--- config.mk ---
export PLATFORM = sky130hd
export DESIGN_NAME = fifo_rd_ctrl_flat
export DESIGN_NICKNAME = d
export VERILOG_FILES = /design/src/rtl/fifo_pkg.sv /design/src/rtl/fifo_rd_ctrl_if.sv /design/src/rtl/rd_skid_buf.sv /design/src/rtl/fifo_rd_ctrl.sv /design/src/flat_wrapper.sv
export SDC_FILE = /design/constraint.sdc
export NUM_CORES = 1
export LEC_CHECK = 0
export BUFFER_PORTS_ARGS = -buffer_cell sky130_fd_sc_hd__buf_2
export CAP_MARGIN = 20
export CORE_MARGIN = 4
export CORE_UTILIZATION = 55
export DETAILED_ROUTE_END_ITERATION = 12
export PLACE_DENSITY = 0.85
export SLEW_MARGIN = 5
export SYNTH_ARGS = -nofsm -noshare
export SYNTH_HDL_FRONTEND = slang
export SYNTH_SLANG_ARGS = --single-unit
--- constraint.sdc ---
create_clock -name clk -period 7.25 [get_ports clk]
set_input_delay 1.0875 -clock clk [delete_from_list [all_inputs] [get_ports clk]]
set_output_delay 1.0875 -clock clk [all_outputs]
set_load 0.1 [all_outputs]
--- src/rtl/fifo_pkg.sv ---
// Shared types and constants for the FIFO read controller slice.
package fifo_pkg;

    typedef enum logic [1:0] {
        IDLE  = 2'd0,
        RUN   = 2'd1,
        FLUSH = 2'd2
    } rd_state_e;

    // Depth of the output skid buffer (words).
    localparam int BUF_DEPTH   = 2;
    // Width of the completed-frame counter.
    localparam int FRAME_CNT_W = 16;

    // Even parity (XOR reduction) of a word, zero-extended to 64 bits by the caller.
    function automatic logic calc_parity(input logic [63:0] word);
        return ^word;
    endfunction

endpackage

--- src/rtl/fifo_rd_ctrl_if.sv ---
// Handshake bundle between the upstream FIFO, the read controller and the
// downstream consumer. out_parity exists only when FIFO_RD_PARITY_EN is defined.
interface fifo_rd_ctrl_if #(
    parameter int SIZE = 8
) ();
    import fifo_pkg::*;

    logic                   e_flag;
    logic [SIZE-1:0]        fifo_data;
    logic                   rd_req;
    logic                   flush;
    logic [SIZE-1:0]        out_data;
    logic                   out_valid;
    logic                   out_ready;
    logic                   out_last;
    logic [FRAME_CNT_W-1:0] frame_cnt;
`ifdef FIFO_RD_PARITY_EN
    logic                   out_parity;
`endif

    // Environment side: drives the FIFO status/data and the consumer ready.
    modport master (
        output e_flag, fifo_data, flush, out_ready,
`ifdef FIFO_RD_PARITY_EN
        input  out_parity,
`endif
        input  rd_req, out_data, out_valid, out_last, frame_cnt
    );

    // Controller side.
    modport slave (
        input  e_flag, fifo_data, flush, out_ready,
`ifdef FIFO_RD_PARITY_EN
        output out_parity,
`endif
        output rd_req, out_data, out_valid, out_last, frame_cnt
    );

endinterface

--- src/rtl/rd_skid_buf.sv ---
// Two-entry FIFO-ordered output buffer. Slot 0 is always the head word, so
// dout comes straight from a register.
module rd_skid_buf
    import fifo_pkg::*;
#(
    parameter int SIZE = 8
) (
    input  logic            clk,
    input  logic            rst,
    input  logic            clr,
    input  logic            push,
    input  logic            pop,
    input  logic [SIZE-1:0] din,
    output logic [SIZE-1:0] dout,
    output logic [1:0]      occ
);

    logic [SIZE-1:0] mem_r [BUF_DEPTH];
    logic [1:0]      occ_r;

    // Storage and occupancy update; a push while full with no pop is dropped.
    always_ff @(posedge clk) begin
        if (rst || clr) begin
            occ_r    <= 2'd0;
            mem_r[0] <= {SIZE{1'b0}};
            mem_r[1] <= {SIZE{1'b0}};
        end else begin
            case ({push, pop})
                2'b10: begin
                    if (occ_r == 2'd0) begin
                        mem_r[0] <= din;
                        occ_r    <= 2'd1;
                    end else if (occ_r == 2'd1) begin
                        mem_r[1] <= din;
                        occ_r    <= 2'd2;
                    end else begin
                        occ_r    <= occ_r;
                    end
                end
                2'b01: begin
                    if (occ_r != 2'd0) begin
                        mem_r[0] <= mem_r[1];
                        occ_r    <= occ_r - 2'd1;
                    end else begin
                        occ_r    <= occ_r;
                    end
                end
                2'b11: begin
                    if (occ_r == 2'd2) begin
                        mem_r[0] <= mem_r[1];
                        mem_r[1] <= din;
                    end else begin
                        mem_r[0] <= din;
                        occ_r    <= 2'd1;
                    end
                end
                default: begin
                    occ_r <= occ_r;
                end
            endcase
        end
    end

    assign dout = mem_r[0];
    assign occ  = occ_r;

endmodule

--- src/rtl/fifo_rd_ctrl.sv ---
// FIFO read controller: issues pops to an upstream FIFO (1-cycle read latency),
// collects returned words in a 2-entry skid buffer and presents them as a
// framed valid/ready stream with a completed-frame counter.
// Optional feature: define FIFO_RD_PARITY_EN to add out_parity (XOR of out_data).
module fifo_rd_ctrl
    import fifo_pkg::*;
#(
    parameter int SIZE      = 8,
    parameter int FRAME_LEN = 4
) (
    input  logic                clk,
    input  logic                rst,
    fifo_rd_ctrl_if.slave       bus
);

    localparam int              BEAT_W    = (FRAME_LEN > 1) ? $clog2(FRAME_LEN) : 1;
    localparam logic [BEAT_W-1:0] LAST_BEAT = BEAT_W'(FRAME_LEN - 1);

    rd_state_e              state_r;
    logic                   inflight_r;
    logic [BEAT_W-1:0]      beat_r;
    logic [FRAME_CNT_W-1:0] frame_cnt_r;

    logic [1:0]             occ_s;
    logic [SIZE-1:0]        head_s;
    logic                   out_valid_s;
    logic                   out_last_s;
    logic                   pop_s;
    logic                   push_s;
    logic [2:0]             pending_s;
    logic                   rd_req_s;

    // Issue logic: keep buffered plus in-flight words (after this cycle's pop) below 2.
    always_comb begin
        out_valid_s = (occ_s != 2'd0);
        out_last_s  = out_valid_s && (beat_r == LAST_BEAT);
        pop_s       = out_valid_s && bus.out_ready;
        push_s      = inflight_r && !bus.flush;
        pending_s   = {1'b0, occ_s} + {2'b00, inflight_r} - {2'b00, pop_s};
        rd_req_s    = !rst && !bus.flush && (state_r != FLUSH) && !bus.e_flag
                      && (pending_s < 3'd2);
    end

    rd_skid_buf #(.SIZE(SIZE)) u_buf (
        .clk  (clk),
        .rst  (rst),
        .clr  (bus.flush),
        .push (push_s),
        .pop  (pop_s),
        .din  (bus.fifo_data),
        .dout (head_s),
        .occ  (occ_s)
    );

    // Control FSM with in-flight tracking, beat and frame counters.
    always_ff @(posedge clk) begin
        if (rst) begin
            state_r     <= IDLE;
            inflight_r  <= 1'b0;
            beat_r      <= {BEAT_W{1'b0}};
            frame_cnt_r <= {FRAME_CNT_W{1'b0}};
        end else if (bus.flush) begin
            state_r    <= FLUSH;
            inflight_r <= 1'b0;
            beat_r     <= {BEAT_W{1'b0}};
        end else begin
            inflight_r <= rd_req_s;
            if (pop_s) begin
                if (beat_r == LAST_BEAT) begin
                    beat_r      <= {BEAT_W{1'b0}};
                    frame_cnt_r <= frame_cnt_r + 16'd1;
                end else begin
                    beat_r      <= beat_r + {{(BEAT_W-1){1'b0}}, 1'b1};
                end
            end else begin
                beat_r <= beat_r;
            end
            case (state_r)
                IDLE: begin
                    if (rd_req_s) begin
                        state_r <= RUN;
                    end else begin
                        state_r <= IDLE;
                    end
                end
                RUN: begin
                    // pending_s is next cycle's occupancy; rd_req_s is next inflight.
                    if ((pending_s == 3'd0) && !rd_req_s) begin
                        state_r <= IDLE;
                    end else begin
                        state_r <= RUN;
                    end
                end
                FLUSH: begin
                    state_r <= IDLE;
                end
                default: begin
                    state_r <= IDLE;
                end
            endcase
        end
    end

    assign bus.rd_req    = rd_req_s;
    assign bus.out_data  = head_s;
    assign bus.out_valid = out_valid_s;
    assign bus.out_last  = out_last_s;
    assign bus.frame_cnt = frame_cnt_r;

`ifdef FIFO_RD_PARITY_EN
    assign bus.out_parity = calc_parity(64'(head_s));
`endif

endmodule
--- src/flat_wrapper.sv ---
// flat-port wrapper written by rule: the top's interface ports become plain ports
module fifo_rd_ctrl_flat import fifo_pkg::*;
#(
    parameter int SIZE      = 8,
    parameter int FRAME_LEN = 4
)
  (clk, rst, bus_e_flag, bus_fifo_data, bus_flush, bus_out_ready, bus_rd_req, bus_out_data, bus_out_valid, bus_out_last, bus_frame_cnt);
  fifo_rd_ctrl_if #(.SIZE(SIZE)) bus_i ();
  input  logic clk;
  input  logic rst;
  input wire logic [$bits(bus_i.e_flag)-1:0] bus_e_flag;
  input wire logic [$bits(bus_i.fifo_data)-1:0] bus_fifo_data;
  input wire logic [$bits(bus_i.flush)-1:0] bus_flush;
  input wire logic [$bits(bus_i.out_ready)-1:0] bus_out_ready;
  output wire logic [$bits(bus_i.rd_req)-1:0] bus_rd_req;
  output wire logic [$bits(bus_i.out_data)-1:0] bus_out_data;
  output wire logic [$bits(bus_i.out_valid)-1:0] bus_out_valid;
  output wire logic [$bits(bus_i.out_last)-1:0] bus_out_last;
  output wire logic [$bits(bus_i.frame_cnt)-1:0] bus_frame_cnt;
  assign bus_i.e_flag = bus_e_flag;
  assign bus_i.fifo_data = bus_fifo_data;
  assign bus_i.flush = bus_flush;
  assign bus_i.out_ready = bus_out_ready;
  assign bus_rd_req = bus_i.rd_req;
  assign bus_out_data = bus_i.out_data;
  assign bus_out_valid = bus_i.out_valid;
  assign bus_out_last = bus_i.out_last;
  assign bus_frame_cnt = bus_i.frame_cnt;
  fifo_rd_ctrl #(.SIZE(SIZE), .FRAME_LEN(FRAME_LEN)) u_core (.clk(clk), .rst(rst), .bus(bus_i));
endmodule
# --- Yosys cells after proc, flatten, opt, wreduce, memory -nomap -nowiden ---
# Memory sizes are Yosys's and may differ from the RTL's.
# Cells that the tools add are included.
totals:
  mem_bits_rw: 16
  mem_count: 1
  ff_bits: 23
  wordCells: 91
  out_inout_bits: 27
  in_bits: 13
op_classes:
  bitwise: 7
  mux: 39
  addsub: 5
  order_cmp: 1
  n_reduce_logical: 21
  eq_ne: 11
memory_table:
  columns: ["name", "depth", "word_bits", "rd", "rd_ports_with_merged_regs", "write_ports", "line", "source"]
  rows:
  - ["u_core.u_buf.mem_r", 2, 8, 2, 0, 2, "rd_skid_buf.sv:18", "logic [SIZE-1:0] mem_r [BUF_DEPTH];"]
ops:
  columns: ["cell", "count"]
  rows:
  - ["$mux W8", 6]
  - ["$mux W1", 25]
  - ["$add A16 B1 Y16 const B", 1]
  - ["$mux W2", 6]
  - ["$eq A2 B2 Y1 const B", 4]
  - ["$logic_and A1 B1 Y1", 8]
  - ["$eq A2 B1 Y1 const B", 3]
  - ["$ne A2 B2 Y1 const B", 3]
  - ["$or A1 B1 Y1", 6]
  - ["$pmux W2 S3", 1]
  - ["$logic_not A1 Y1", 4]
  - ["$logic_not A2 Y1", 2]
  - ["$pmux W2 S2", 1]
  - ["$reduce_and A4 Y1", 1]
  - ["$add A2 B1 Y3", 1]
  - ["$logic_not A3 Y1", 1]
  - ["$lt A3 B2 Y1 const B", 1]
  - ["$ne A3 B3 Y1 const B", 1]
  - ["$reduce_and A3 Y1", 1]
  - ["$reduce_bool A3 Y1", 1]
  - ["$sub A3 B1 Y3", 1]
  - ["$add A2 B1 Y2 const B", 1]
  - ["$reduce_bool A2 Y1", 1]
  - ["$reduce_or A2 Y1", 1]
  - ["3 further kinds", 3]

# --- Logic depth before layout (Yosys ltp) ---
# Gate-level depths: netlist (run 1).
depth:
  depth_word: 10
  depth_mapped: 13
  ltp_nobuf: 12

# --- Cells and area by module ---
# From an unflattened synthesis (run 1), not the netlist that was laid out.
hier_totals:
  cells_unflattened: 189
  hier_area_um2: 1999.4
by_module_without_submodules:
  columns: ["mod", "instances", "cells_per_inst", "area_per_inst_um2", "seq_area_each_um2"]
  rows:
  - ["fifo_rd_ctrl", 1, 119, 1067.3, 420.4]
  - ["rd_skid_buf", 1, 70, 932.1, 520.5]

# --- Worst setup path before layout (run 1) ---
# OpenSTA, ideal clock, no wires.
synth_timing:
  kind: "input to output"
  start: "input bus_out_ready"
  end: "output bus_rd_req"
  path_buffers: 1
  setup_slack_ns: 1.275
  path_stages: 11
  t_required_ns: 6.162
  arrival_ns: 4.888
  path_cell_list: "nand2b_1 buf_2 clkinv_1 ha_1 inv_1 ha_1 fa_1 xor2_1 nand2b_1 or2_2 nor3_1"
synth_between:
  elab_chain_cells: 4
synth_rtl:
  columns: ["element", "line", "source"]
  rows:
  - ["from (decl)", "flat_wrapper.sv:14", "input wire logic [$bits(bus_i.out_ready)-1:0] bus_out_ready;"]
  - ["$logic_and A1 B1 Y1", "fifo_rd_ctrl.sv:37", "pop_s = out_valid_s && bus.out_ready;"]
  - ["named net u_core.pop_s", "fifo_rd_ctrl.sv:28", "logic pop_s;"]
  - ["$sub A3 B1 Y3", "fifo_rd_ctrl.sv:39", "pending_s = {1'b0, occ_s} + {2'b00, inflight_r} - {2'b00, pop_s};"]
  - ["$lt A3 B2 Y1", "fifo_rd_ctrl.sv:41", "&& (pending_s < 3'd2);"]
  - ["$logic_and A1 B1 Y1", "fifo_rd_ctrl.sv:41", null]
  - ["to (decl)", "flat_wrapper.sv:15", "output wire logic [$bits(bus_i.rd_req)-1:0] bus_rd_req;"]
# The timed path passes the listed nets, and every way through them passes these cells.

# --- Final worst setup path (run 1) ---
layout_timing:
  start: "register u_core.u_buf.occ_r[1], in the netlist u_core.u_buf.occ[1]"
  end: "output bus_rd_req"
layout_between:
  elab_chain_cells: 5
  elab_cells_between_ends: 6
  cone_classes: "add/sub (2); order compare (1); reduce/logical (3)"
layout_rtl:
  columns: ["element", "line", "source"]
  rows:
  - ["from (decl)", "rd_skid_buf.sv:19", "logic [1:0] occ_r;"]
  - ["from (signal assigned)", "rd_skid_buf.sv:37", "occ_r <= occ_r;"]
  - ["from (signal assigned)", "rd_skid_buf.sv:43", "occ_r <= occ_r - 2'd1;"]
  - ["from (signal assigned)", "rd_skid_buf.sv:45", "occ_r <= occ_r;"]
  - ["$reduce_bool A2 Y1", "fifo_rd_ctrl.sv:35", "out_valid_s = (occ_s != 2'd0);"]
  - ["$logic_and A1 B1 Y1", "fifo_rd_ctrl.sv:37", null]
  - ["named net u_core.pop_s", "fifo_rd_ctrl.sv:28", null]
  - ["$sub A3 B1 Y3", "fifo_rd_ctrl.sv:39", null]
  - ["$lt A3 B2 Y1", "fifo_rd_ctrl.sv:41", null]
  - ["$logic_and A1 B1 Y1", "fifo_rd_ctrl.sv:41", null]
# The timed path passes the listed nets, and every way through them passes these cells.

==> summary.txt, run 1 <==
DIE
----------------------------------------------------------------------------------
Die area                                                                4550 sq um
Vertical die dimension                                                     67.4 um
Initial Util                                                                 57.8%
Row count                                                                       21
Core region area                                                        3360 sq um
Count of boundary I/O pins                                                      40
Horizontal die dimension                                                   67.4 um

MIN PATH
----------------------------------------------------------------------------------
Capture endpoint of the worst hold path                               u_core.state_r[0]$_SDFF_PN0_
Class of the most critical hold timing path                                reg2reg
Instance count along the most critical hold path                                 1
Hold path start                                                       u_core.state_r[1]$_SDFF_PP0_

CLOCK NETWORK
----------------------------------------------------------------------------------
Clk Tree Root Cell                                                    sky130_fd_sc_hd__clkbuf_4
Post-cts hold buffer count                                                       0
Clock tree from TritonCTS                                                    built
Insertion delay to the later sink of the worst-skew pair                   0.35 ns
Total of cells resized after clock tree synthesis                                0
Cts bufs inserted                                                                5
Postcts setup bufs                                                               0
H-Tree Level Count                                                               2
Clock slew at reported path FFs                                            0.11 ns
Clock buffer depth                                                               2
Total clock sinks                                                               39

CRITICAL PATH
----------------------------------------------------------------------------------
Setup slack of the most critical reg-to-reg path                           4.02 ns
Type of destination of the critical path                               output port
Worst reg2reg path depth                                                        12
Worst r2r dst                                                         u_core.inflight_r$_SDFF_PN0_
Critical setup path kind                                                   reg2out
Crit path max fanout                                                            11
Endpoint arrival time on the critical path                                 3.90 ns
Worst reg2reg path startpoint                                         u_core.u_buf.occ[1]$_SDFFE_PN0P_
CP Launch Type                                                            register
Startpoint of the most critical setup path                            u_core.u_buf.occ[1]$_SDFFE_PN0P_
Critical path data required time                                           6.16 ns

TIMING
----------------------------------------------------------------------------------
Clock skew                                                              0.00974 ns
Achievable Freq                                                          0.201 GHz
Slew margin rel.                                                             43.0%
Worst-margin pin slew                                                     0.849 ns
Post-route fraction of the period consumed by the critical path              68.8%
Setup violation total in the final timing report                                 0
Accumulated negative setup slack                                              0 ns
Max-slew violation total from the final report                                   0
Setup repair after global routing missed its margin                             no
Hold Violations, Final                                                           0
Final period demand of the worst path                                      4.99 ns

ROUTE
----------------------------------------------------------------------------------
Number of vias in the routed layout                                           1478
Drt initial violations                                                          28
Total Routed Length                                                        3710 um
Average wire per cell in the routed design                                 13.4 um
Via density per instance                                                      5.34
Antenna-violating nets left                                                      0
Drt pass-1 iters                                                                 4
DR DRC count                                                                     0

FINISH
----------------------------------------------------------------------------------
Ratio of cells with drive above 1 in the final layout                        23.4%
Number of nets in the final layout                                             252
Filler cells                                                                   293
Share of the core filled with cells                                          66.4%
Signed area change from the synthesized netlist to the final layout          14.9%
Diode count                                                                      0

POWER AND IR DROP
----------------------------------------------------------------------------------
Worst voltage drop across the vdd grid                                    0.184 mV
Leakage power                                                             0.952 nW
Cell area power density                                                189 nW/um^2
Total power                                                                 422 uW

GLOBAL ROUTING
----------------------------------------------------------------------------------
Pin count of the biggest net entering global routing                            24
Remaining Overflow, GRT                                                          0
Antenna violations before repair                                                 0
Via count of the first global-routing pass                                    1366
Total routing usage reported by global routing                               18.3%
Global-route wire length before repair                                     6160 um

SYNTHESIS
----------------------------------------------------------------------------------
#FFs+latches synth                                                              39
Largest area contributor in the synthesized netlist                   sky130_fd_sc_hd__edfxtp_1
Avg Synthesized Cell Area                                               10.2 sq um
Fraction of synthesized cell area taken by the top area cell type            24.7%
Count of unique library cells instantiated by Yosys                             41
Sequential fraction of the synthesis area                                    48.4%
Warnings, synthesis                                                              0
Cell count after synthesis                                                     190
Ranking of synthesized cells by area                                  sky130_fd_sc_hd__edfxtp_1 (25%), sky130_fd_sc_hd__dfxtp_1 (24%), sky130_fd_sc_hd__ha_1 (5.2%)
Net count after synthesis                                                      212
Post-Synthesis Cell Area                                                1940 sq um

RUN STATUS
----------------------------------------------------------------------------------
Result of the run                                                        completed

PLACED DESIGN
----------------------------------------------------------------------------------
RePlAce Congestion                                                           0.884
Final HPWL from detailed placement                                         2800 um
Count of input and output buffers                                               39

RUN
----------------------------------------------------------------------------------
Max-cap violation count                                                          0

## final cells by class
type / instances / area, sq um / share of cell area (%)
inverters: 10 / 37.5 / 1.68
flip-flops and latches: 39 / 941 / 42.1
clock buffers: 5 / 37.5 / 1.68
repair buffers: 39 / 195 / 8.74
clock inverters: 3 / 43.8 / 1.96
well taps: 46 / 57.6 / 2.58
multi-input cells: 135 / 921 / 41.2
## worst max-delay path by stage
| stage | end | slack (ns) | cells past startpoint |
|---|---|---|---|
| final | bus_rd_req | 2.26 | 13 |
| after global routing | bus_rd_req | 2.02 | 13 |
| after CTS | bus_rd_req | 2.27 | 13 |
| after detailed placement | bus_rd_req | 2.34 | 12 |
| after global placement | bus_rd_req | 2.49 | 12 |
| after floorplan | bus_rd_req | 1.27 | 11 |
## cell usage after synthesis
| cell type | number |
|---|---|
| sky130_fd_sc_hd__ha_1 | 8 |
| sky130_fd_sc_hd__nand2b_1 | 4 |
| sky130_fd_sc_hd__a211oi_1 | 1 |
| sky130_fd_sc_hd__o31ai_1 | 2 |
| sky130_fd_sc_hd__a22o_1 | 8 |
| sky130_fd_sc_hd__nor3b_1 | 1 |
| sky130_fd_sc_hd__edfxtp_1 | 16 |
| sky130_fd_sc_hd__nor2_1 | 17 |
| sky130_fd_sc_hd__mux2_1 | 3 |
| sky130_fd_sc_hd__a2111oi_0 | 1 |
| sky130_fd_sc_hd__buf_2 | 2 |
| sky130_fd_sc_hd__inv_1 | 9 |
| sky130_fd_sc_hd__or4b_1 | 1 |
| sky130_fd_sc_hd__or2_2 | 3 |
| sky130_fd_sc_hd__mux2i_1 | 1 |
| sky130_fd_sc_hd__a21oi_1 | 10 |
| sky130_fd_sc_hd__nand4_1 | 4 |
| sky130_fd_sc_hd__nor3_1 | 8 |
| sky130_fd_sc_hd__and3_1 | 3 |
| sky130_fd_sc_hd__nand2_1 | 10 |
| sky130_fd_sc_hd__buf_4 | 1 |
| sky130_fd_sc_hd__and4bb_4 | 1 |
| sky130_fd_sc_hd__buf_6 | 2 |
| sky130_fd_sc_hd__and2_1 | 9 |
| sky130_fd_sc_hd__nand4bb_4 | 1 |
| sky130_fd_sc_hd__or3_1 | 1 |
| sky130_fd_sc_hd__clkinv_1 | 1 |
| sky130_fd_sc_hd__o21ai_0 | 6 |
| sky130_fd_sc_hd__xnor2_1 | 5 |
| sky130_fd_sc_hd__and2b_2 | 1 |
| sky130_fd_sc_hd__dfxtp_1 | 23 |
| sky130_fd_sc_hd__nand3_1 | 4 |
| sky130_fd_sc_hd__a31o_2 | 1 |
| sky130_fd_sc_hd__clkbuf_1 | 1 |
| sky130_fd_sc_hd__or2_1 | 1 |
| sky130_fd_sc_hd__xor2_1 | 5 |
| sky130_fd_sc_hd__nor2b_1 | 7 |
| sky130_fd_sc_hd__o21bai_1 | 1 |
| sky130_fd_sc_hd__nor4_1 | 4 |
| sky130_fd_sc_hd__or4_1 | 2 |
| sky130_fd_sc_hd__fa_1 | 1 |
## registers in the layout, indices dropped and copies added, names as in the netlist
signal	flops
u_core.u_buf.occ	2
u_core.bus.frame_cnt	16
u_core.u_buf.mem_r	16
u_core.beat_r	2
u_core.inflight_r	1
u_core.state_r	2
## layout by cell type, fill, tap and decap left out, types with 2 or more instances in the layout
master                     netlist  final
sky130_fd_sc_hd__ha_1            8      8
sky130_fd_sc_hd__nor2b_1         7      7
sky130_fd_sc_hd__clkbuf_4        0      5
sky130_fd_sc_hd__and2_1          9      9
sky130_fd_sc_hd__nand3_1         4      4
sky130_fd_sc_hd__xor2_1          5      5
sky130_fd_sc_hd__and3_1          3      3
sky130_fd_sc_hd__o21ai_0         6      6
sky130_fd_sc_hd__o31ai_1         2      2
sky130_fd_sc_hd__edfxtp_1       16     16
sky130_fd_sc_hd__nand2_1        10     10
sky130_fd_sc_hd__inv_1           9      9
sky130_fd_sc_hd__or4_1           2      2
sky130_fd_sc_hd__or2_2           3      3
sky130_fd_sc_hd__buf_2           2     39
sky130_fd_sc_hd__mux2_1          3      3
sky130_fd_sc_hd__nand4_1         4      4
sky130_fd_sc_hd__dfxtp_1        23     23
sky130_fd_sc_hd__xnor2_1         5      5
sky130_fd_sc_hd__a22o_1          8      8
sky130_fd_sc_hd__a21oi_1        10     10
sky130_fd_sc_hd__nor3_1          8      8
sky130_fd_sc_hd__nand2b_1        4      4
sky130_fd_sc_hd__nor2_1         17     17
sky130_fd_sc_hd__nor4_1          4      4
## power breakdown
part | total (mW) | switching (mW) | internal, mW
clock network | 0.146 | 0.0738 | 0.0726
logic | 0.0407 | 0.0324 | 0.00830
registers | 0.235 | 0.00159 | 0.233
## metrics by stage
step	worst slack [ns]	std cells	hold slack [ns]	instance area [sq um]
final	2.26	277	0.424	2230
after global routing	2.02	277	0.457	2230
after CTS	2.27	277	0.424	2230
after detailed placement	2.34	269	0.406	2150
after global placement	2.49	269	0.427	2150
after floorplan	1.27	190	0.386	1940
## logic make-up after synthesis
kind of cell               count (synthesis)  share of synthesized area [%]
adders and majority gates                  9                           6.18
buffers and inverters                     16                           4.19
muxes                                      4                           2.25
AOI/OAI and AO/OA                         30                           10.2
and+or+nand+nor                           82                           24.3
DFF                                       39                           48.4
xor gates and xnor gates                  10                           4.51
## layer usage
metal	routed length, um	global-route usage [%]	vias to the layer above
li1	-	-	761
met1	1610	22.6	675
met2	1820	29.9	35
met3	204	4.49	7
met4	70	8.35	0
met5	0	0	-
## worst max-delay path: stages (launching register included)
cell                       delay, ns
sky130_fd_sc_hd__dfxtp_1        0.36
sky130_fd_sc_hd__inv_1          0.15
sky130_fd_sc_hd__ha_1           0.37
sky130_fd_sc_hd__nand2b_1       0.32
sky130_fd_sc_hd__clkinv_1       0.20
sky130_fd_sc_hd__ha_1           0.31
sky130_fd_sc_hd__inv_1          0.04
sky130_fd_sc_hd__ha_1           0.21
sky130_fd_sc_hd__fa_1           0.45
sky130_fd_sc_hd__xor2_1         0.15
sky130_fd_sc_hd__nand2b_1       0.09
sky130_fd_sc_hd__or2_2          0.30
sky130_fd_sc_hd__nor3_1         0.17
sky130_fd_sc_hd__buf_2          0.45
(Power assumes the default switching activity.)
==> run 2: changes to the inputs <==
--- a/config.mk
+++ b/config.mk
@@ -8,9 +8,9 @@
 export BUFFER_PORTS_ARGS = -buffer_cell sky130_fd_sc_hd__buf_2
 export CAP_MARGIN = 20
 export CORE_MARGIN = 4
-export CORE_UTILIZATION = 55
+export CORE_UTILIZATION = 49
 export DETAILED_ROUTE_END_ITERATION = 12
-export PLACE_DENSITY = 0.85
+export PLACE_DENSITY = 0.8
 export SLEW_MARGIN = 5
 export SYNTH_ARGS = -nofsm -noshare
 export SYNTH_HDL_FRONTEND = slang
==> constraint.sdc (replaced) <==
create_clock -name clk -period 4.4 [get_ports clk]
set_input_delay 0.66 -clock clk [delete_from_list [all_inputs] [get_ports clk]]
set_output_delay 0.66 -clock clk [all_outputs]
set_load 0.1 [all_outputs]
==> summary.txt, run 2 (same netlist as run 1, synthesis figures left out) <==
CRITICAL PATH
----------------------------------------------------------------------------------
Crit path max fanout                                                             7
Setup slack of the most critical reg-to-reg path                           1.49 ns
Cell repeated most along the worst path                               sky130_fd_sc_hd__ha_1
CP Launch Type                                                            register
Worst reg2reg path startpoint                                         u_core.u_buf.occ[1]$_SDFFE_PN0P_
Worst stage delay on the critical path                                     0.44 ns
Type of destination of the critical path                               output port
Critical path data required time                                           3.74 ns
Endpoint arrival time on the critical path                                 3.52 ns
Cells along the critical path                                         inv_1 > ha_1 > nand2b_1 > clkinv_1 > ha_1 > inv_1 > ha_1 > fa_1 > xor2_1 > nand2b_1 > or2_2 > nor3_2 > buf_2
Critical-path top delay cell                                          sky130_fd_sc_hd__buf_2
Startpoint of the most critical setup path                            u_core.u_buf.occ[1]$_SDFFE_PN0P_
Critical setup path kind                                                   reg2out

POWER AND IR DROP
----------------------------------------------------------------------------------
Relative contribution of the clock network to total power                    38.6%
Cell area power density                                                326 nW/um^2
Internal power                                                              564 uW
Worst voltage drop across the vdd grid                                    0.203 mV
Leakage power                                                             0.968 nW
Fraction of power spent switching nets                                       23.9%
Switching Power                                                             177 uW
Combinational Power Share                                                     9.1%
Sequential cell fraction of total power                                      52.3%

DIE
----------------------------------------------------------------------------------
Initial Util                                                                 51.9%
Vertical die dimension                                                     71.0 um
Die area                                                                5040 sq um
Core region area                                                        3740 sq um
Row count                                                                       22
Horizontal die dimension                                                   71.0 um
Count of boundary I/O pins                                                      40

CLOCK NETWORK
----------------------------------------------------------------------------------
Clock slew at reported path FFs                                            0.07 ns
Cts bufs inserted                                                                5
Post-cts hold buffer count                                                       0
Insertion delay to the later sink of the worst-skew pair                   0.29 ns
Clock buffer depth                                                               2
Total clock sinks                                                               39
H-Tree Level Count                                                               2
Clock tree from TritonCTS                                                    built
Postcts setup bufs                                                               0
Clk Tree Root Cell                                                    sky130_fd_sc_hd__clkbuf_8
Total of cells resized after clock tree synthesis                                0

GLOBAL ROUTING
----------------------------------------------------------------------------------
Antenna violations before repair                                                 0
Remaining Overflow, GRT                                                          0
Total routing usage reported by global routing                               16.0%
Global-route wire length before repair                                     6510 um
Via count of the first global-routing pass                                    1407
Pin count of the biggest net entering global routing                            24

TIMING
----------------------------------------------------------------------------------
Final period demand of the worst path                                      4.18 ns
Setup repair after global routing missed its margin                             no
Post-route fraction of the period consumed by the critical path              95.0%
Accumulated negative setup slack                                              0 ns
Clock skew                                                              0.00504 ns
Slew margin rel.                                                             36.3%
Achievable Freq                                                          0.239 GHz
Worst-margin pin slew                                                     0.948 ns
Hold Violations, Final                                                           0
Setup violation total in the final timing report                                 0
Slack of the critical path                                                0.222 ns
Max-slew violation total from the final report                                   0

ROUTE
----------------------------------------------------------------------------------
DR DRC count                                                                     0
Number of vias in the routed layout                                           1495
Average wire per cell in the routed design                                 13.6 um
Antenna-violating nets left                                                      0
Drt initial violations                                                          95
Via density per instance                                                      5.34
Drt pass-1 iters                                                                 4
Total Routed Length                                                        3790 um

MIN PATH
----------------------------------------------------------------------------------
Class of the most critical hold timing path                                reg2reg
Hold path start                                                       u_core.state_r[1]$_SDFF_PP0_

FINISH
----------------------------------------------------------------------------------
Number of nets in the final layout                                             253
Ratio of cells with drive above 1 in the final layout                        23.7%
Most common cell after layout, fill and taps aside                    sky130_fd_sc_hd__buf_2
Share of the core filled with cells                                          60.8%
Commonest non-fill, non-tap cells in the layout                       sky130_fd_sc_hd__buf_2 (39), sky130_fd_sc_hd__dfxtp_1 (23), sky130_fd_sc_hd__nor2_1 (17), sky130_fd_sc_hd__edfxtp_1 (16)
Signed area change from the synthesized netlist to the final layout          17.1%
Diode count                                                                      0

PLACED DESIGN
----------------------------------------------------------------------------------
RePlAce Congestion                                                           0.805
Worst setup slack before clock tree synthesis                             0.422 ns
Final HPWL from detailed placement                                         2750 um
Count of input and output buffers                                               39

RUN
----------------------------------------------------------------------------------
Max-cap violation count                                                          0

RUN STATUS
----------------------------------------------------------------------------------
Result of the run                                                        completed

-- run 2: power by group through the flow --
stage | logic, mW | clock network [mW] | registers, mW
floorplan | 0.0214 | 0 | 0.426
global placement | 0.0668 | 0 | 0.395
detailed placement | 0.0674 | 0 | 0.396
CTS | 0.0676 | 0.293 | 0.388
global route | 0.0714 | 0.306 | 0.388
finish | 0.0674 | 0.286 | 0.388
-- run 2: final cells by class --
cell class                 count  area (sq um)
sequential                    39           941
multi-input combinational    135           926
fill                         344          1470
tap                           48          60.1
timing repair buffer          40           203
inverter                      10          37.5
clock inverter                 3          38.8
clock buffer                   5          68.8
-- run 2: through the flow --
step / cell area (sq um) / total power, mW / hold slack (ns) / std cells
final: 2270 / 0.741 / 0.418 / 280
after detailed placement: 2170 / 0.463 / 0.401 / 272
after global placement: 2170 / 0.462 / 0.406 / 272
after floorplan: 1950 / 0.448 / 0.386 / 190
after CTS: 2270 / 0.748 / 0.421 / 280
after global routing: 2270 / 0.766 / 0.427 / 280
-- run 2: critical path: cells and delay by family, from the launching register on --
family	cells	cell delay [ns]
adders and majority gates	4	1.10
DFF	1	0.34
xor gates and xnor gates	1	0.14
buffers and inverters	4	0.82
and+or+nand+nor	4	0.84
-- run 2: final timing paths --
kind                                   to  depth (start not counted)
max                            bus_rd_req                         13
min reg2reg  u_core.state_r[0]$_SDFF_PN0_                          1
max reg2reg  u_core.state_r[0]$_SDFF_PN0_                         12
min          u_core.state_r[0]$_SDFF_PN0_                          1
-- run 2: per-layer routing --
layer,global-route usage (%),vias up,wire length (um),part of all wire [%]
met5,0,-,0,0
met4,4.38,0,68,1.8
met3,4.83,8,208,5.5
met2,25.8,35,1860,49
met1,20.8,699,1660,44
li1,-,753,-,-
==> run 3: changes to the inputs <==
--- a/config.mk
+++ b/config.mk
@@ -5,6 +5,7 @@
 export SDC_FILE = /design/constraint.sdc
 export NUM_CORES = 1
 export LEC_CHECK = 0
+export ABC_AREA = 1
 export BUFFER_PORTS_ARGS = -buffer_cell sky130_fd_sc_hd__buf_2
 export CAP_MARGIN = 20
 export CORE_MARGIN = 4
==> summary.txt, run 3 <==
GLOBAL ROUTING
----------------------------------------------------------------------------------
Antenna violations before repair                                                 0
Remaining Overflow, GRT                                                          0
Global-route wire length before repair                                     6880 um
Pin count of the biggest net entering global routing                            17
Via count of the first global-routing pass                                    1577
Total routing usage reported by global routing                               16.6%

SYNTHESIS
----------------------------------------------------------------------------------
EDFF count, synth                                                               16
FFs w/ async S/R, synth                                                         0%
#FFs+latches synth                                                              39
Sequential fraction of the synthesis area                                    46.4%
Cell count after synthesis                                                     252
Post-Synthesis Cell Area                                                2030 sq um
Warnings, synthesis                                                              0
Top cells by instance count after synthesis                           sky130_fd_sc_hd__nand2_1 (53), sky130_fd_sc_hd__nor2_1 (38), sky130_fd_sc_hd__inv_1 (34)
Dominant cell by count in the synthesized netlist                     sky130_fd_sc_hd__nand2_1
Count of unique library cells instantiated by Yosys                             33
Ranking of synthesized cells by area                                  sky130_fd_sc_hd__edfxtp_1 (24%), sky130_fd_sc_hd__dfxtp_1 (23%), sky130_fd_sc_hd__nand2_1 (9.8%)
Net count after synthesis                                                      274
Fraction of synthesized cell area taken by the top area cell type            23.7%
Top FF cell, synth                                                    sky130_fd_sc_hd__dfxtp_1
Avg Synthesized Cell Area                                               8.05 sq um
Largest area contributor in the synthesized netlist                   sky130_fd_sc_hd__edfxtp_1

ROUTE
----------------------------------------------------------------------------------
Average wire per cell in the routed design                                 11.8 um
Via density per instance                                                      4.96
Drt initial violations                                                         163
Drt pass-1 iters                                                                 4
Number of vias in the routed layout                                           1722
Antenna-violating nets left                                                      0
Total Routed Length                                                        4100 um
DR DRC count                                                                     0

CRITICAL PATH
----------------------------------------------------------------------------------
Cells along the critical path                                         inv_1 > ha_1 > nor2_4 > ha_1 > inv_1 > ha_1 > fa_1 > inv_1 > nand2_1 > nor4_2 > buf_2
Endpoint arrival time on the critical path                                 3.13 ns
Critical-path top delay cell                                          sky130_fd_sc_hd__buf_2
Type of destination of the critical path                               output port
Crit path max fanout                                                             9
Critical path data required time                                           3.74 ns
Critical setup path kind                                                   reg2out
Worst stage delay on the critical path                                     0.47 ns
CP Launch Type                                                            register

DIE
----------------------------------------------------------------------------------
Horizontal die dimension                                                   72.4 um
Row count                                                                       23
Count of boundary I/O pins                                                      40
Core region area                                                        4000 sq um
Initial Util                                                                 50.7%
Die area                                                                5240 sq um
Vertical die dimension                                                     72.4 um

FINISH
----------------------------------------------------------------------------------
Commonest non-fill, non-tap cells in the layout                       sky130_fd_sc_hd__nand2_1 (53), sky130_fd_sc_hd__buf_2 (39), sky130_fd_sc_hd__nor2_1 (38), sky130_fd_sc_hd__inv_1 (34), sky130_fd_sc_hd__dfxtp_1 (23)
Ratio of cells with drive above 1 in the final layout                        21.9%
Fin area                                                                2370 sq um
Filler cells                                                                   374
Number of nets in the final layout                                             318
Share of the core filled with cells                                          59.1%
Signed area change from the synthesized netlist to the final layout          16.6%
Most common cell after layout, fill and taps aside                    sky130_fd_sc_hd__nand2_1
Diode count                                                                      0
Non-filler cells in the finished layout                                        347

CLOCK NETWORK
----------------------------------------------------------------------------------
Clock tree from TritonCTS                                                    built
Clk Tree Root Cell                                                    sky130_fd_sc_hd__clkbuf_8
Postcts setup bufs                                                               0
Total of cells resized after clock tree synthesis                                0
Insertion delay to the later sink of the worst-skew pair                   0.29 ns
Clock buffer depth                                                               2
H-Tree Level Count                                                               2
Clock slew at reported path FFs                                            0.07 ns
Total clock sinks                                                               39
Cts bufs inserted                                                                5
Post-cts hold buffer count                                                       0

TIMING
----------------------------------------------------------------------------------
Max-slew violation total from the final report                                   0
Post-route fraction of the period consumed by the critical path              86.2%
Setup violation total in the final timing report                                 0
Clock skew                                                              0.00407 ns
Worst-margin pin slew                                                     0.770 ns
Accumulated negative setup slack                                              0 ns
Hold Violations, Final                                                           0
Setup repair after global routing missed its margin                             no
Final period demand of the worst path                                      3.79 ns
Slew margin rel.                                                             48.4%
Achievable Freq                                                          0.264 GHz

RUN
----------------------------------------------------------------------------------
Max-cap violation count                                                          0

PLACED DESIGN
----------------------------------------------------------------------------------
RePlAce Congestion                                                           0.842
Final HPWL from detailed placement                                         3100 um
Placed cell area                                                        2280 sq um
Count of input and output buffers                                               39
Post-Place Cells                                                               339

POWER AND IR DROP
----------------------------------------------------------------------------------
Cell area power density                                                301 nW/um^2
Total power                                                                 713 uW
Worst voltage drop across the vdd grid                                    0.145 mV
Leakage power                                                              1.06 nW

RUN STATUS
----------------------------------------------------------------------------------
Result of the run                                                        completed

MIN PATH
----------------------------------------------------------------------------------
Class of the most critical hold timing path                                reg2reg

-- run 3: power by group --
group	total (mW)	internal [mW]	switching [mW]
Sequential	0.389	0.386	0.00283
Clock	0.238	0.117	0.120
Combinational	0.0869	0.0166	0.0702
-- run 3: final cells by class --
type | count | area [sq um] | area share [%]
sequential | 39 | 941 | 39.8
multi-input combinational | 173 | 933 | 39.5
timing repair buffer | 40 | 203 | 8.57
inverter | 37 | 141 | 5.98
clock buffer | 7 | 80.1 | 3.38
tap | 50 | 62.6 | 2.64
clock inverter | 1 | 5.00 | 0.212
-- run 3: metal layers --
layer / global-route usage, % / wire, um
met1: 21.9 / 1860
met2: 26.2 / 1970
met3: 3.32 / 209
met4: 7.72 / 59
met5: 0 / 0
-- run 3: through the flow --
step                      hold WS (ns)  setup WS, ns
after floorplan                  0.451        0.0456
after global placement           0.473         0.943
after detailed placement         0.478         0.874
after CTS                        0.494         0.571
after global routing             0.531         0.369
final                            0.491         0.609
-- run 3: cells by family (layout without fill, tap and decap cells) --
group | Yosys count | count (layout) | share of synthesized area (%)
and+or+nand+nor | 126 | 126 | 29.0
buffers and inverters | 40 | 85 | 7.95
DFF | 39 | 39 | 46.4
AOI/OAI and AO/OA | 36 | 36 | 9.86
adders and majority gates | 9 | 9 | 5.92
xor gates and xnor gates | 2 | 2 | 0.863
-- run 3: path summary, 6_finish.rpt --
path	to	from	cells past startpoint	slack [ns]
setup / recovery	bus_rd_req	u_core.u_buf.occ[1]$_SDFFE_PN0P_	11	0.61
hold / removal	u_core.state_r[0]$_SDFF_PN0_	u_core.state_r[1]$_SDFF_PP0_	3	0.49
setup reg to reg	u_core.state_r[0]$_SDFF_PN0_	u_core.u_buf.occ[1]$_SDFFE_PN0P_	12	1.65
hold reg to reg	u_core.state_r[0]$_SDFF_PN0_	u_core.state_r[1]$_SDFF_PP0_	3	0.49
-- run 3: critical path, delay by kind of cell, from the launching register on --
family	cells	cell delay (ns)
fa+ha+maj	4	1.13
buf+inv	4	0.72
simple gates	3	0.58
flops	1	0.39
